<file path="config.mk">
export PLATFORM = sky130hd
export DESIGN_NAME = pkt_master_ctrl_flat
export DESIGN_NICKNAME = d
export VERILOG_FILES = /design/src/rtl/pkt_master_ctrl_if.sv /design/src/rtl/pkt_master_ctrl.sv /design/src/flat_wrapper.sv
export SDC_FILE = /design/constraint.sdc
export NUM_CORES = 1
export LEC_CHECK = 0
export ABC_AREA = 1
export BUFFER_PORTS_ARGS = -buffer_cell sky130_fd_sc_hd__buf_2
export CORE_MARGIN = 2
export CORE_UTILIZATION = 55
export CTS_BUF_LIST = sky130_fd_sc_hd__clkbuf_16
export CTS_CLUSTER_SIZE = 12
export DETAILED_ROUTE_END_ITERATION = 7
export PLACE_DENSITY_LB_ADDON = 0.05
export SETUP_SLACK_MARGIN = 0.1
export SKIP_LAST_GASP = 1
export SLEW_MARGIN = 20
export SYNTH_ARGS = -nofsm -noshare
export SYNTH_HDL_FRONTEND = slang
export SYNTH_SLANG_ARGS = --single-unit
</file>
<file path="constraint.sdc">
create_clock -name clk -period 3.55 [get_ports clk]
set_input_delay 0.355 -clock clk [delete_from_list [all_inputs] [get_ports clk]]
set_output_delay 0.355 -clock clk [all_outputs]
set_load 0.01 [all_outputs]
</file>
<file path="src/rtl/pkt_master_ctrl_if.sv">
// Bundles the buffer, pipeline and source/destination handshakes of the packet master controller.
// The controller connects through the master modport; the surrounding datapath uses the slave modport.
interface pkt_master_ctrl_if #(
    parameter int ADDR_W = 8,
    parameter int CNT_W  = 8
);
    logic [1:0]        src_req;
    logic [1:0]        src_grant;
    logic              src_valid;
    logic              src_last;
    logic              wr_en;
    logic [ADDR_W-1:0] wr_addr;
    logic              pl_start;
    logic              pl_done;
    logic              mst_valid;
    logic [2:0]        mst_code;
    logic [3:0]        dst_grant;
    logic              dst_ready;
    logic              rd_en;
    logic [ADDR_W-1:0] rd_addr;
    logic              dst_last;
    logic [ADDR_W:0]   pkt_len;
    logic              busy;
    logic [CNT_W-1:0]  drop_cnt;

    modport master (
        input  src_req, src_valid, src_last, pl_done, mst_valid, mst_code, dst_ready,
        output src_grant, wr_en, wr_addr, pl_start, dst_grant, rd_en, rd_addr,
               dst_last, pkt_len, busy, drop_cnt
    );

    modport slave (
        output src_req, src_valid, src_last, pl_done, mst_valid, mst_code, dst_ready,
        input  src_grant, wr_en, wr_addr, pl_start, dst_grant, rd_en, rd_addr,
               dst_last, pkt_len, busy, drop_cnt
    );
endinterface

</file>
<file path="src/rtl/pkt_master_ctrl.sv">
// Packet buffer sequencer: fill from an arbitrated source, run the pipeline,
// then drain to the destination picked by the Master_Control code or drop the packet.
module pkt_master_ctrl #(
    parameter int ADDR_W = 8,
    parameter int CNT_W  = 8
) (
    input  logic              clk,
    input  logic              rst_n,
    pkt_master_ctrl_if.master io_pkt
);

    typedef enum logic [2:0] {IDLE, FILL, RUN, DRAIN, DROP} ctrlState_e;

    localparam logic [ADDR_W-1:0] ADDR_ONE = {{(ADDR_W-1){1'b0}}, 1'b1};
    localparam logic [ADDR_W-1:0] ADDR_MAX = {ADDR_W{1'b1}};
    localparam logic [ADDR_W:0]   LEN_ONE  = {{ADDR_W{1'b0}}, 1'b1};
    localparam logic [CNT_W-1:0]  CNT_ONE  = {{(CNT_W-1){1'b0}}, 1'b1};
    localparam logic [CNT_W-1:0]  CNT_MAX  = {CNT_W{1'b1}};

    ctrlState_e        r_state;
    logic [1:0]        r_srcGrant;
    logic              r_rrPtr;
    logic              r_prefValid;
    logic              r_prefSrc;
    logic              r_destValid;
    logic [1:0]        r_dest;
    logic [ADDR_W-1:0] r_wrAddr;
    logic [ADDR_W:0]   r_pktLen;
    logic              r_ovf;
    logic [ADDR_W-1:0] r_rdAddr;
    logic              r_plStart;
    logic [CNT_W-1:0]  r_dropCnt;

    logic       w_wrEn;
    logic       w_rdEn;
    logic       w_dstLast;
    logic       w_grantHit;
    logic       w_grantSrc;
    logic       w_usePref;
    logic       w_destValidNext;
    logic [1:0] w_destNext;
    logic       w_prefValidNext;
    logic       w_prefSrcNext;

    assign w_wrEn    = (r_state == FILL) && io_pkt.src_valid && !r_ovf;
    assign w_rdEn    = (r_state == DRAIN) && io_pkt.dst_ready;
    assign w_dstLast = (r_state == DRAIN) && ({1'b0, r_rdAddr} == (r_pktLen - LEN_ONE));

    // A pending preferred source beats round-robin; otherwise start the search at the pointer.
    always_comb begin
        w_grantHit = 1'b0;
        w_grantSrc = r_rrPtr;
        w_usePref  = 1'b0;
        if (r_prefValid && io_pkt.src_req[r_prefSrc]) begin
            w_grantHit = 1'b1;
            w_grantSrc = r_prefSrc;
            w_usePref  = 1'b1;
        end else if (io_pkt.src_req[r_rrPtr]) begin
            w_grantHit = 1'b1;
            w_grantSrc = r_rrPtr;
        end else if (io_pkt.src_req[~r_rrPtr]) begin
            w_grantHit = 1'b1;
            w_grantSrc = ~r_rrPtr;
        end
    end

    // This cycle's master code is folded in first so a coincident pl_done sees it.
    always_comb begin
        w_destValidNext = r_destValid;
        w_destNext      = r_dest;
        w_prefValidNext = r_prefValid;
        w_prefSrcNext   = r_prefSrc;
        if (r_state == RUN && io_pkt.mst_valid) begin
            case (io_pkt.mst_code)
                3'b000: w_destValidNext = 1'b0;
                3'b001: begin w_prefValidNext = 1'b1; w_prefSrcNext = 1'b0; end
                3'b010: begin w_prefValidNext = 1'b1; w_prefSrcNext = 1'b1; end
                3'b011: begin w_destValidNext = 1'b1; w_destNext = 2'd0; end
                3'b100: begin w_destValidNext = 1'b1; w_destNext = 2'd1; end
                3'b101: begin w_destValidNext = 1'b1; w_destNext = 2'd2; end
                3'b110: begin w_destValidNext = 1'b1; w_destNext = 2'd3; end
                default: ;
            endcase
        end
    end

    always_ff @(posedge clk or negedge rst_n) begin
        if (!rst_n) begin
            r_state     <= IDLE;
            r_srcGrant  <= 2'b00;
            r_rrPtr     <= 1'b0;
            r_prefValid <= 1'b0;
            r_prefSrc   <= 1'b0;
            r_destValid <= 1'b0;
            r_dest      <= 2'd0;
            r_wrAddr    <= '0;
            r_pktLen    <= '0;
            r_ovf       <= 1'b0;
            r_rdAddr    <= '0;
            r_plStart   <= 1'b0;
            r_dropCnt   <= '0;
        end else begin
            r_plStart <= 1'b0;
            case (r_state)
                IDLE: begin
                    if (w_grantHit) begin
                        r_state    <= FILL;
                        r_srcGrant <= w_grantSrc ? 2'b10 : 2'b01;
                        r_wrAddr   <= '0;
                        r_pktLen   <= '0;
                        r_ovf      <= 1'b0;
                        if (w_usePref) r_prefValid <= 1'b0;
                        else           r_rrPtr     <= ~w_grantSrc;
                    end
                end
                FILL: begin
                    if (w_wrEn) begin
                        r_wrAddr <= r_wrAddr + ADDR_ONE;
                        r_pktLen <= r_pktLen + LEN_ONE;
                        if (r_wrAddr == ADDR_MAX) r_ovf <= 1'b1;
                    end
                    // A packet that exactly fills the buffer still runs: r_ovf is only seen next cycle.
                    if (io_pkt.src_valid && io_pkt.src_last) begin
                        r_srcGrant <= 2'b00;
                        if (r_ovf) begin
                            r_state <= DROP;
                        end else begin
                            r_state   <= RUN;
                            r_plStart <= 1'b1;
                        end
                    end
                end
                RUN: begin
                    r_destValid <= w_destValidNext;
                    r_dest      <= w_destNext;
                    r_prefValid <= w_prefValidNext;
                    r_prefSrc   <= w_prefSrcNext;
                    if (io_pkt.pl_done) begin
                        if (w_destValidNext) begin
                            r_state  <= DRAIN;
                            r_rdAddr <= '0;
                        end else begin
                            r_state <= DROP;
                        end
                    end
                end
                DRAIN: begin
                    if (io_pkt.dst_ready) begin
                        if (w_dstLast) begin
                            r_state     <= IDLE;
                            r_destValid <= 1'b0;
                            r_rdAddr    <= '0;
                        end else begin
                            r_rdAddr <= r_rdAddr + ADDR_ONE;
                        end
                    end
                end
                DROP: begin
                    if (r_dropCnt != CNT_MAX) r_dropCnt <= r_dropCnt + CNT_ONE;
                    r_destValid <= 1'b0;
                    r_state     <= IDLE;
                end
                default: r_state <= IDLE;
            endcase
        end
    end

    assign io_pkt.src_grant = r_srcGrant;
    assign io_pkt.wr_en     = w_wrEn;
    assign io_pkt.wr_addr   = r_wrAddr;
    assign io_pkt.pl_start  = r_plStart;
    assign io_pkt.dst_grant = (r_state == DRAIN) ? (4'b0001 << r_dest) : 4'b0000;
    assign io_pkt.rd_en     = w_rdEn;
    assign io_pkt.rd_addr   = r_rdAddr;
    assign io_pkt.dst_last  = w_dstLast;
    assign io_pkt.pkt_len   = r_pktLen;
    assign io_pkt.busy      = (r_state != IDLE);
    assign io_pkt.drop_cnt  = r_dropCnt;

endmodule

</file>
<file path="src/flat_wrapper.sv">
// flat-port wrapper written by rule: the top's interface ports become plain ports
module pkt_master_ctrl_flat 
#(
    parameter int ADDR_W = 8,
    parameter int CNT_W  = 8
)
  (clk, rst_n, io_pkt_src_req, io_pkt_src_valid, io_pkt_src_last, io_pkt_pl_done, io_pkt_mst_valid, io_pkt_mst_code, io_pkt_dst_ready, io_pkt_src_grant, io_pkt_wr_en, io_pkt_wr_addr, io_pkt_pl_start, io_pkt_dst_grant, io_pkt_rd_en, io_pkt_rd_addr, io_pkt_dst_last, io_pkt_pkt_len, io_pkt_busy, io_pkt_drop_cnt);
  pkt_master_ctrl_if #(.ADDR_W(ADDR_W), .CNT_W(CNT_W)) io_pkt_i ();
  input  logic clk;
  input  logic rst_n;
  input wire logic [$bits(io_pkt_i.src_req)-1:0] io_pkt_src_req;
  input wire logic [$bits(io_pkt_i.src_valid)-1:0] io_pkt_src_valid;
  input wire logic [$bits(io_pkt_i.src_last)-1:0] io_pkt_src_last;
  input wire logic [$bits(io_pkt_i.pl_done)-1:0] io_pkt_pl_done;
  input wire logic [$bits(io_pkt_i.mst_valid)-1:0] io_pkt_mst_valid;
  input wire logic [$bits(io_pkt_i.mst_code)-1:0] io_pkt_mst_code;
  input wire logic [$bits(io_pkt_i.dst_ready)-1:0] io_pkt_dst_ready;
  output wire logic [$bits(io_pkt_i.src_grant)-1:0] io_pkt_src_grant;
  output wire logic [$bits(io_pkt_i.wr_en)-1:0] io_pkt_wr_en;
  output wire logic [$bits(io_pkt_i.wr_addr)-1:0] io_pkt_wr_addr;
  output wire logic [$bits(io_pkt_i.pl_start)-1:0] io_pkt_pl_start;
  output wire logic [$bits(io_pkt_i.dst_grant)-1:0] io_pkt_dst_grant;
  output wire logic [$bits(io_pkt_i.rd_en)-1:0] io_pkt_rd_en;
  output wire logic [$bits(io_pkt_i.rd_addr)-1:0] io_pkt_rd_addr;
  output wire logic [$bits(io_pkt_i.dst_last)-1:0] io_pkt_dst_last;
  output wire logic [$bits(io_pkt_i.pkt_len)-1:0] io_pkt_pkt_len;
  output wire logic [$bits(io_pkt_i.busy)-1:0] io_pkt_busy;
  output wire logic [$bits(io_pkt_i.drop_cnt)-1:0] io_pkt_drop_cnt;
  assign io_pkt_i.src_req = io_pkt_src_req;
  assign io_pkt_i.src_valid = io_pkt_src_valid;
  assign io_pkt_i.src_last = io_pkt_src_last;
  assign io_pkt_i.pl_done = io_pkt_pl_done;
  assign io_pkt_i.mst_valid = io_pkt_mst_valid;
  assign io_pkt_i.mst_code = io_pkt_mst_code;
  assign io_pkt_i.dst_ready = io_pkt_dst_ready;
  assign io_pkt_src_grant = io_pkt_i.src_grant;
  assign io_pkt_wr_en = io_pkt_i.wr_en;
  assign io_pkt_wr_addr = io_pkt_i.wr_addr;
  assign io_pkt_pl_start = io_pkt_i.pl_start;
  assign io_pkt_dst_grant = io_pkt_i.dst_grant;
  assign io_pkt_rd_en = io_pkt_i.rd_en;
  assign io_pkt_rd_addr = io_pkt_i.rd_addr;
  assign io_pkt_dst_last = io_pkt_i.dst_last;
  assign io_pkt_pkt_len = io_pkt_i.pkt_len;
  assign io_pkt_busy = io_pkt_i.busy;
  assign io_pkt_drop_cnt = io_pkt_i.drop_cnt;
  pkt_master_ctrl #(.ADDR_W(ADDR_W), .CNT_W(CNT_W)) u_core (.clk(clk), .rst_n(rst_n), .io_pkt(io_pkt_i));
endmodule
</file>
# Yosys cells after proc, flatten, opt, wreduce, memory -nomap -nowiden
# Cells that the tools add are included.
# word_totals
reg_bits,46
latch_bits,0
ramBits,0
rom_bits,0
out_inout_bits,44
mem_count,0
# op_classes
addsub,5
mul,0
n_div,0
n_lt_le_gt_ge,3
eq_ne,24
shift,1
muxes,56
bitwise_logic,3
n_reduce_logical,30
# ops
operator,n
2-to-1 mux 8 bit,6
one-hot mux 8 bit (2 select lines),2
2-to-1 mux 1 bit,26
"adder 8 x 1 -> 8 bit, second input constant",3
2-to-1 mux 3 bit,7
2-to-1 mux 9 bit,2
one-hot mux 9 bit (2 select lines),1
AND reduction 3 bit,6
"!= test 2 bit, second input constant",8
"== test 3 x 2 -> 1 bit, second input constant",4
"== test 3 bit, second input constant",4
one-hot mux 3 bit (4 select lines),1
AND reduction 5 bit,2
"adder 9 x 1 -> 9 bit, second input constant",1
== test 8 x 9 -> 1 bit,1
"subtractor 9 x 1 -> 9 bit, second input constant",1
"== test 8 bit, second input constant",1
"!= test 8 bit, second input constant",1
one-hot mux 1 bit (2 select lines),4
one-hot mux 2 bit (4 select lines),1
AND reduction 4 bit,2
nonzero test 2 bit,4
logical AND 1 bit,7
"== test 3 x 1 -> 1 bit, second input constant",2
other kinds (15),25

# Depth between registers and ports, before layout
# Gate-level depths: netlist of the first run.
# depth
depth_word,9
depth_mapped,14
depth_no_buf,14

# Least setup slack after synthesis of the first run
# No wires, ideal clock.
# synth_timing
path_type,flip-flop to output port
startpoint,"register u_core.r_pktLen[0], in the netlist u_core.io_pkt.pkt_len[0]"
endpoint,output io_pkt_dst_last
t_arrival_ns,1.483
path_slack_ns,1.712
path_stages_with_launch,9
path_cell_list,dfrtp_1 -> inv_1 -> ha_1 -> xnor2_1 -> nor2_1 -> nand3_1 -> nor2_1 -> nand3_1 -> nor2_1
# synth_between
elab_chain_len,3
# synth_rtl
element,line,text
from (decl),pkt_master_ctrl.sv:28,logic [ADDR_W:0] r_pktLen;
from (signal assigned),pkt_master_ctrl.sv:119,r_pktLen <= r_pktLen + LEN_ONE;
subtractor 9 x 1 -> 9 bit,pkt_master_ctrl.sv:47,"assign w_dstLast = (r_state == DRAIN) && ({1'b0, r_rdAddr} == (r_pktLen - LEN_ONE));"
== test 8 x 9 -> 1 bit,pkt_master_ctrl.sv:47,
logical AND 1 bit,pkt_master_ctrl.sv:47,
to (decl),flat_wrapper.sv:25,output wire logic [$bits(io_pkt_i.dst_last)-1:0] io_pkt_dst_last;
# No other way between the ends.

# Worst setup path in the final report of the first run
# Ends and elaborated chain as after synthesis.

==> results of run 1 <==
[logic make-up after synthesis]
family | Yosys count
AO/OA/AOI/OAI | 46
XOR/XNOR | 14
buffers and inverters | 59
AND/OR/NAND/NOR | 211
flip-flops | 46
adder cells (fa/ha/maj) | 5
[power groups by stage]
stage / Clock [mW] / Combinational, mW / Sequential, mW
final: 0.465 / 1.07 / 0.793
after CTS: 0.477 / 1.08 / 0.792
after global routing: 0.501 / 1.22 / 0.813
after detailed placement: 0 / 1.07 / 0.800
after floorplan: 0 / 0.766 / 0.814
after global placement: 0 / 1.05 / 0.799
[how the worst max path moves through the flow]
| stage | startpoint | endpoint | depth (start not counted) |
|---|---|---|---|
| CTS | u_core.io_pkt.pkt_len[0] | io_pkt_dst_last | 9 |
| finish | u_core.io_pkt.pkt_len[0] | io_pkt_dst_last | 11 |
| floorplan | u_core.io_pkt.pkt_len[0] | io_pkt_dst_last | 8 |
| global route | u_core.io_pkt.pkt_len[0] | io_pkt_dst_last | 9 |
| detailed placement | u_core.io_pkt.pkt_len[0] | u_core.io_pkt.rd_addr[5] | 13 |
| global placement | u_core.io_pkt.pkt_len[0] | u_core.io_pkt.rd_addr[5] | 11 |
[synth_stat cells, drive strengths merged]
master | count | area share (%)
nand2 | 110 | 16
inv | 57 | 7.6
nor2 | 51 | 7.7
dfrtp | 46 | 41
nand3 | 25 | 5.8
o21ai | 18 | 3.2
a21oi | 15 | 3.2
nor3 | 14 | 3.1
xor2 | 8 | 2.5
nand4 | 7 | 1.6
xnor2 | 6 | 1.9
ha | 5 | 2.2
o211ai | 3 | 0.80
buf | 2 | 0.58
o21bai | 2 | 0.53
o22ai | 2 | 0.44
or2 | 2 | 0.44
a211oi | 1 | 0.27
a22o | 1 | 0.31
a22oi | 1 | 0.27
a31oi | 1 | 0.22
and2 | 1 | 0.22
nand3b | 1 | 0.27
o21a | 1 | 0.27
o31ai | 1 | 0.27
[metal layers]
layer | vias to the layer above | track usage, % | share of wire, %
met1 | 1205 | 31.5 | 47
met5 | - | 0 | 0
met4 | 0 | 8.19 | 1.8
li1 | 1339 | - | -
met2 | 62 | 37.2 | 47
met3 | 12 | 3.97 | 4.1
[cell type report]
cell class / instances / area [um2] / share of cell area (%)
multi-input cells: 276 / 1440 / 43.3
flip-flops and latches: 46 / 1150 / 34.8
repair buffers: 55 / 278 / 8.39
inverters: 57 / 214 / 6.46
clock buffers: 5 / 125 / 3.78
well taps: 70 / 87.6 / 2.64
clock inverters: 3 / 21.3 / 0.642
[stage by stage]
stage / instances / util, % / power, mW
after floorplan: 381 / - / 1.58
after CTS: 512 / 66.1 / 2.34
after detailed placement: 504 / 63.1 / 1.87
after global placement: 504 / 63.1 / 1.85
after global routing: 512 / 66.1 / 2.53
final: 512 / 66.1 / 2.33
[flip-flops by register name (all words and copies together), names as in the netlist]
signal	count
u_core.io_pkt.pkt_len	9
u_core.r_dest	2
u_core.io_pkt.wr_addr	8
u_core.io_pkt.src_grant	2
u_core.io_pkt.rd_addr	8
u_core.r_rrPtr	1
u_core.io_pkt.drop_cnt	8
u_core.r_state	3
u_core.r_prefSrc	1
u_core.r_destValid	1
u_core.io_pkt.pl_start	1
u_core.r_prefValid	1
u_core.r_ovf	1
==> out/metrics.cfg, run 1 <==
[routing]
vias_per_cell=5.11
wl_per_cell_um=12.2
ant_nets=0
drt_iter0_drc=194
drc=0
vias=2618
firstDrtPassIters=4
postRouteWirelength_mm=6.23

[pwr]
pwr-share-seq_pct=34.1
p_sw_mw=1.03
ir_drop_v=0.000331
switching_share_pct=44.5
p_int_mw=1.29
power_density_nw_per_um2=703
combinationalPowerShare_pct=46.0
leakagePower_nw=1.83
clockPowerShare_pct=20.0

[worst_setup_path]
path_delay_family=simple AND/OR/NAND/NOR gates
cp-end-kind=primary output
crit_chain=inv_1 > ha_1 > nand2_1 > nor2_1 > nand2_1 > nand2_1 > inv_1 > nor2_1 > nand3_1 > nor2_1 > buf_2
startpoint_type=register
rr_startpoint=u_core.io_pkt.pkt_len[0]
ff2ff_setup_slack_ns=1.48
r2r_cells=13
crit_required_ns=3.19
cp_slowest_cell=dfrtp_1
crit_buf_inv=3
critPathMaxFanout=7
cp.arrival_ns=1.97
cp_slowest_stage_delay_ns=0.42
rr_endpoint=u_core.io_pkt.rd_addr[5]
path_class=register to primary output

[cts]
cts_tree=built
numCtsBuffers=5
cts_sinks=46
path_clk_slew_ns=0.07
holdBufCountCts=0
insertion_delay_ns=0.29
cts_buffer_depth=2
cts_max_level=2
post-cts-setup-buffers=0
ctsResizeCount=0
cts_root_buf=clkbuf_16

[logic_synthesis]
synth_cell_types=37
syn_area_per_cell_um2=7.39
yosys.area_share.xor_xnor_pct=4.35
syn_area_um2=2820
ys_seq_elements=46
synth_fa_ha_area_share_pct=2.22
synth_warnings=0
synthSimpleGateAreaFrac_pct=34.6
synthCells=381
synth_top_family_by_area=simple AND/OR/NAND/NOR gates
synth_compound_area_share_pct=9.77
synth_nets=398
synth.area.mux_share_pct=0
ys_seq_area_share_pct=40.9

[timing]
post-route-period-util_pct=65.6
slew_headroom_pct=60.1
fmax_mhz=430
hold_viol=0
period_needed_ns=2.33
finalClockSkew_ns=0.00435
hold_slack_ns=0.0740
setup_viol=0
fin_ws_ns=1.22
slew_viol_final=0
worst_slew_pin_slew_ns=0.599
setup_tns_ns=0
rsz0062_at_grt=false

[final_layout]
nNetsFinal=458
n_fill_cell=471
syn_to_final_growth_pct=17.6
final_common_cell=nand2_1
mostFrequentLayoutCells=nand2_1, buf_2, inv_1
final_area_um2=3310
drive_above_1_share_pct=18.8
n_antenna_cell=0

[die]
ios=56
num_rows=26
dieArea_um2=5710
fp.dieW_um=75.6
fp.coreArea_um2=5010
fp.dieH_um=75.6
start_util_pct=56.2

[global_route]
first_global_vias=2287
grt_max_degree=47
antenna_found_initial=0
gr-total-overflow=0
grt_usage_pct=23.1
grt_pass1_wl_mm=10.1

[outcome]
status=completed

[min_path]
hold_class=primary input to async pin

[placement]
dp_slack_ns=1.50
port_buffers=55
post-dp-hpwl_mm=4.63
gp_congestion=0.903
place_area_um2=3160

[run]
cap_viol_max_count=0

Note: power is estimated with default switching activity, not from simulation.
==> run 2: changes to the inputs <==
--- a/config.mk
+++ b/config.mk
@@ -8,7 +8,7 @@
 export ABC_AREA = 1
 export BUFFER_PORTS_ARGS = -buffer_cell sky130_fd_sc_hd__buf_2
 export CORE_MARGIN = 2
-export CORE_UTILIZATION = 55
+export CORE_UTILIZATION = 50
 export CTS_BUF_LIST = sky130_fd_sc_hd__clkbuf_16
 export CTS_CLUSTER_SIZE = 12
 export DETAILED_ROUTE_END_ITERATION = 7
==> constraint.sdc (replaced) <==
create_clock -name clk -period 2 [get_ports clk]
set_input_delay 0.2 -clock clk [delete_from_list [all_inputs] [get_ports clk]]
set_output_delay 0.2 -clock clk [all_outputs]
set_load 0.01 [all_outputs]
==> run 2 against run 1 <==
The flow now finishes with violations (hold timing). Die area grew 9.5%. Design area rose by 3.8%. First-iteration DRC count fell by 19%. Critical path type unchanged. Count of clock-buffer cells in the layout is the same. Sequential power grew 78%. Worst hold slack lost 0.075 ns. Largest cell class unchanged.
==> out/metrics.cfg, run 2 (synthesis results as in run 1) <==
[cts]
cts_max_level=2  ; unchanged
holdBufCountCts=0  ; unchanged
path_clk_slew_ns=0.06  ; about the same
cts_root_buf=clkbuf_16
cts_tree=built
numCtsBuffers=5  ; unchanged
insertion_delay_ns=0.28  ; about the same
cts_sinks=46  ; unchanged
cts_buffer_depth=2  ; unchanged

[timing]
post-route-period-util_pct=98.5
worst_slew_pin_slew_ns=0.584  ; -0.0143 ns
setup_tns_ns=0  ; unchanged
rsz0062_at_grt=true
period_needed_ns=1.97
slew_viol_final=0  ; unchanged
hold_slack_ns=-0.00141  ; -0.0754 ns
setup_viol=0  ; unchanged
finalClockSkew_ns=0.00534  ; +0.000986 ns
hold_viol=3  ; +3
slew_headroom_pct=61.1  ; +0.96 points
fmax_mhz=507

[worst_setup_path]
crit_required_ns=1.80  ; -1.39 ns
startpoint_type=register
cp-end-kind=primary output
critPathMaxFanout=2  ; -5
path_class=register to primary output
cp.arrival_ns=1.77  ; -0.20 ns

[pwr]
power_density_nw_per_um2=1280  ; +82%
leakagePower_nw=1.90  ; +3.7%
finalPower_mw=4.40  ; +89%
ir_drop_v=0.000834  ; +150%

[final_layout]
n_antenna_cell=0  ; unchanged
drive_above_1_share_pct=23.5  ; +4.7 points
final_util_pct=62.8  ; -3.3 points
mostFrequentLayoutCells=nand2_1, buf_2, inv_1
n_fill_cell=504  ; +7.0%
final_common_cell=nand2_1
nNetsFinal=471  ; +2.8%
largest_reg_flops=9  ; unchanged
syn_to_final_growth_pct=22.0

[routing]
vias_per_cell=4.99  ; -2.5%
drt_iter0_drc=157  ; -19%
wl_per_cell_um=12.5  ; +3.1%
postRouteWirelength_mm=6.61  ; +6.1%
drc=0  ; unchanged
vias=2628  ; +0.38%
ant_nets=0  ; unchanged
firstDrtPassIters=4  ; unchanged

[placement]
post-dp-hpwl_mm=4.92  ; +6.2%
port_buffers=55  ; unchanged
gp_congestion=0.915  ; +1.3%

[die]
num_rows=27  ; +3.8%
fp.coreArea_um2=5470  ; +9.2%
fp.dieH_um=79.1  ; +4.6%
start_util_pct=51.5  ; -4.8 points
ios=56  ; unchanged
dieArea_um2=6250  ; +9.5%
fp.dieW_um=79.1  ; +4.6%

[global_route]
antenna_found_initial=0  ; unchanged
gr-total-overflow=0  ; unchanged
grt_pass1_wl_mm=11.0  ; +8.9%
grt_usage_pct=22.0  ; -1.1 points
grt_max_degree=47  ; unchanged
first_global_vias=2429  ; +6.2%

[min_path]
hold_class=primary input to async pin

[outcome]
violations=hold timing
status=finished, violations left

[run]
cap_viol_max_count=0  ; unchanged

==> run 2: cell count changes in the layout (fill, tap and decap cells not counted), moves of 2 or more <==
cell      change
buf_4        +12
inv_1         -5
inv_2         +5
nor2_1        -3
nor2_2        +3
clkinv_1      +2
dfrtp_1       -2
dfrtp_2       +2
==> run 2: repair_timing <==
| item | 4_1_cts | 5_1_grt |
|---|---|---|
| cloned | 0 | 0 |
| setup buffers | 2 | 2 |
| pin swaps | 4 | 6 |
| resized for setup | 3 | 10 |
| setup endpoints to repair | 9 | 19 |
==> run 2: metal layers <==
layer / track usage, % / vias to the layer above / wire length [um]
met1: 31.2 / 1209 / 3310
met2: 35.5 / 50 / 3030
met5: 0 / - / 0
met3: 3.07 / 4 / 215
met4: 5.69 / 0 / 46
li1: - / 1365 / -
==> run 2: worst max-delay path, stage by stage, from the launching register on <==
cell	delay, ns
dfrtp_1	0.40
inv_2	0.09
ha_4	0.21
xnor2_2	0.13
nor2_2	0.10
nand3_1	0.08
nor2_1	0.11
nand3_1	0.12
nor2_2	0.12
buf_2	0.14
==> run 2: stage by stage <==
| stage | instance area [um2] | instances | worst slack, ns |
|---|---|---|---|
| global route | 3440 | 527 | -0.132 |
| floorplan | 2820 | 381 | 0.204 |
| finish | 3440 | 527 | 0.0294 |
| CTS | 3400 | 525 | -0.0549 |
| global placement | 3230 | 515 | 0.0934 |
| detailed placement | 3230 | 515 | 0.0343 |
==> run 2: report_power, final <==
group          total [mW]  switching [mW]  internal (mW)
combinational        2.17            1.33          0.839
sequential           1.41           0.244           1.17
clock               0.809           0.352          0.457
==> run 2: final timing paths <==
kind / cells after the start / start / end / slack [ns]
min: 2 / rst_n / u_core.io_pkt.drop_cnt[2] / -0.001
max: 9 / u_core.io_pkt.pkt_len[0] / io_pkt_dst_last / 0.03
min reg2reg: 2 / u_core.r_destValid / u_core.r_destValid / 0.47
min in group clk: 3 / io_pkt_src_last / u_core.io_pkt.pl_start / 0.14
max reg2reg: 11 / u_core.r_state[0] / u_core.io_pkt.rd_addr[0] / 0.12
max in group asynchronous: 2 / rst_n / u_core.io_pkt.pkt_len[2] / 1.56
==> run 2: cell type report <==
type | count | area (um2) | share of cell area, %
Clock buffer | 5 | 125 | 3.64
Clock inverter | 3 | 16.3 | 0.473
Inverter | 57 | 214 | 6.22
Multi-Input combinational cell | 276 | 1470 | 42.6
Sequential cell | 46 | 1150 | 33.6
Tap cell | 72 | 90.1 | 2.62
Timing Repair Buffer | 68 | 373 | 10.8
==> run 3: changes to the inputs <==
--- a/config.mk
+++ b/config.mk
@@ -8,8 +8,8 @@
 export ABC_AREA = 1
 export BUFFER_PORTS_ARGS = -buffer_cell sky130_fd_sc_hd__buf_2
 export CORE_MARGIN = 2
-export CORE_UTILIZATION = 50
-export CTS_BUF_LIST = sky130_fd_sc_hd__clkbuf_16
+export CORE_UTILIZATION = 52
+export CTS_BUF_LIST = sky130_fd_sc_hd__clkbuf_2
 export CTS_CLUSTER_SIZE = 12
 export DETAILED_ROUTE_END_ITERATION = 7
 export PLACE_DENSITY_LB_ADDON = 0.05
==> run 3 against run 2 <==
The run ends with setup timing left. Die area shrank 3.6%. Worst hold slack gained 0.055 ns. Clock skew rose by 0.0044 ns. Critical path type unchanged. Setup slack worse by 0.18 ns. Critical endpoint unchanged.
==> out/metrics.cfg, run 3 (synthesis results as in run 1) <==
[timing]
setup_viol=1  ; +1
period_needed_ns=2.15  ; +0.177 ns
hold_viol=0  ; -3
finalClockSkew_ns=0.00970  ; +0.00436 ns
post-route-period-util_pct=107  ; +8.8 points
slew_headroom_pct=61.3  ; +0.22 points
fin_ws_ns=-0.147  ; -0.177 ns
slew_viol_final=0  ; unchanged
fmax_mhz=466  ; -8.2%
worst_slew_pin_slew_ns=0.581  ; -0.00331 ns
rsz0062_at_grt=true

[global_route]
grt_pass1_wl_mm=10.6  ; -3.1%
grt_max_degree=25  ; -47%
antenna_found_initial=0  ; unchanged
grt_usage_pct=21.9  ; -0.039 points
gr-total-overflow=0  ; unchanged
first_global_vias=2353  ; -3.1%

[worst_setup_path]
cp-end-kind=primary output
critPathMaxFanout=2  ; unchanged
cpMostUsedCell=nor2_2
path_class=register to primary output
crit_required_ns=1.80  ; about the same
startpoint_type=register
cp_slowest_stage_delay_ns=0.45  ; +0.05 ns
path_delay_family=simple AND/OR/NAND/NOR gates
ff2ff_setup_slack_ns=0.14  ; +0.02 ns
cp_slowest_cell=dfrtp_1
crit_chain=inv_2 > ha_4 > xnor2_1 > nor2_1 > nand3_1 > nor2_2 > nand3_2 > nor2_2 > buf_2
crit_buf_inv=2  ; unchanged
rr_endpoint=u_core.io_pkt.rd_addr[1]
r2r_cells=11  ; unchanged
cp.arrival_ns=1.95  ; +0.18 ns
rr_startpoint=u_core.io_pkt.pkt_len[0]

[cts]
cts_sinks=46  ; unchanged
cts_root_buf=clkbuf_2
cts_buffer_depth=2  ; unchanged
numCtsBuffers=5  ; unchanged
insertion_delay_ns=0.43  ; +0.15 ns
cts_max_level=2  ; unchanged
cts_tree=built
path_clk_slew_ns=0.26  ; +0.20 ns

[outcome]
status=finished, violations left
violations=setup timing

[placement]
post-dp-hpwl_mm=4.89  ; -0.63%
dp_slack_ns=0.0324  ; -0.00196 ns
port_buffers=55  ; unchanged
gp_congestion=0.864  ; -5.6%
dpl.cell_count=512  ; -0.58%

[routing]
drc=0  ; unchanged
ant_nets=0  ; unchanged
vias_per_cell=5.13  ; +2.8%
postRouteWirelength_mm=6.61  ; +0.11%
drt_iter0_drc=118  ; -25%
vias=2733  ; +4.0%
wl_per_cell_um=12.4  ; -1.0%
firstDrtPassIters=4  ; unchanged

[final_layout]
largest_reg_flops=9  ; unchanged
mostFrequentLayoutCells=nand2_1, buf_2, inv_1
syn_to_final_growth_pct=23.8
final_util_pct=67.4  ; +4.6 points
final_common_cell=nand2_1
n_antenna_cell=0  ; unchanged
nNetsFinal=479  ; +1.7%
drive_above_1_share_pct=27.2  ; +3.7 points
stdcell_count=533  ; +1.1%

[die]
fp.coreArea_um2=5170  ; -5.5%
num_rows=26  ; -3.7%
fp.dieH_um=77.6  ; -1.8%
start_util_pct=54.5  ; +3.0 points
fp.dieW_um=77.6  ; -1.8%
dieArea_um2=6020  ; -3.6%
ios=56  ; unchanged

[min_path]
hold_class=primary input to register
worst_hold_path.num_cells=3
hold_end=u_core.io_pkt.pl_start
holdCritStartpoint=io_pkt_src_valid

[pwr]
ir_drop_v=0.000867  ; +4.0%
power_density_nw_per_um2=1210  ; -5.5%
leakagePower_nw=1.91  ; +0.56%

[run]
cap_viol_max_count=0  ; unchanged

==> run 3: changes by cell type in the layout (fill, tap and decap cells not counted), moves of 2 or more <==
cell,delta
nor2_2,+4
dlygate4sd3_1,+4
dfrtp_1,-3
nor2_1,-5
nor3_1,-3
buf_4,+2
dfrtp_2,+3
nor3_2,+3
clkinv_1,-2
clkbuf_16,-5
clkbuf_2,+5
==> run 3: power by group <==
part / leakage [nW] / internal (mW) / switching, mW
Combinational: 1.26 / 0.886 / 1.38
Sequential: 0.609 / 1.17 / 0.235
Clock: 0.0433 / 0.214 / 0.336
Total: 1.91 / 2.27 / 1.95
==> run 3: final cells by class <==
type,instances,area [um2]
Fill cell,442,1690
Tap cell,70,87.6
Clock buffer,5,25.0
Clock inverter,3,43.8
Sequential cell,46,1160
Timing Repair Buffer,76,459
Inverter,57,216
Multi-Input combinational cell,276,1500
==> run 3: stage by stage <==
stage,power (mW),setup TNS [ns],area [um2],hold WS [ns]
finish,4.22,-0.147,3490,0.0537
global route,4.56,-0.443,3490,0.0132
CTS,4.04,-0.246,3380,0.0153
detailed placement,3.40,0,3240,0.231
global placement,3.36,0,3240,0.225
floorplan,2.80,0,2820,-0.0956
==> run 3: repair_timing <==
action / in CTS / in global routing
setup endpoints to repair: 17 / 22
pin swaps: 4 / 6
setup buffers: 2 / 7
hold endpoints to repair: 26 / 0
hold buffers: 4 / 0
gates resized for setup: 6 / 24
==> run 3: tightest hold or removal path, stage by stage <==
cell and delay [ns]:
buf_2 0.12, nand3_4 0.12, nor2_1 0.05
==> run 3: worst max-delay path by stage <==
stage | from | endpoint | depth (start not counted)
4_1_cts | u_core.io_pkt.pkt_len[0] | io_pkt_dst_last | 9
3_3_place_gp | u_core.io_pkt.pkt_len[1] | u_core.io_pkt.rd_addr[5] | 11
2_1_floorplan | u_core.io_pkt.pkt_len[0] | u_core.io_pkt.rd_addr[6] | 11
3_5_place_dp | u_core.io_pkt.pkt_len[1] | u_core.io_pkt.rd_addr[5] | 11
5_1_grt | u_core.io_pkt.pkt_len[0] | io_pkt_dst_last | 9
6_report | u_core.io_pkt.pkt_len[0] | io_pkt_dst_last | 9
==> run 3: layer usage <==
layer	part of all wire (%)	vias up	wire, um	global-route usage (%)
li1	-	1376	-	-
met1	46	1285	3070	29.5
met5	0	-	0	0
met2	48	66	3140	36.8
met4	0.98	0	65	4.82
met3	5.1	6	336	4.07
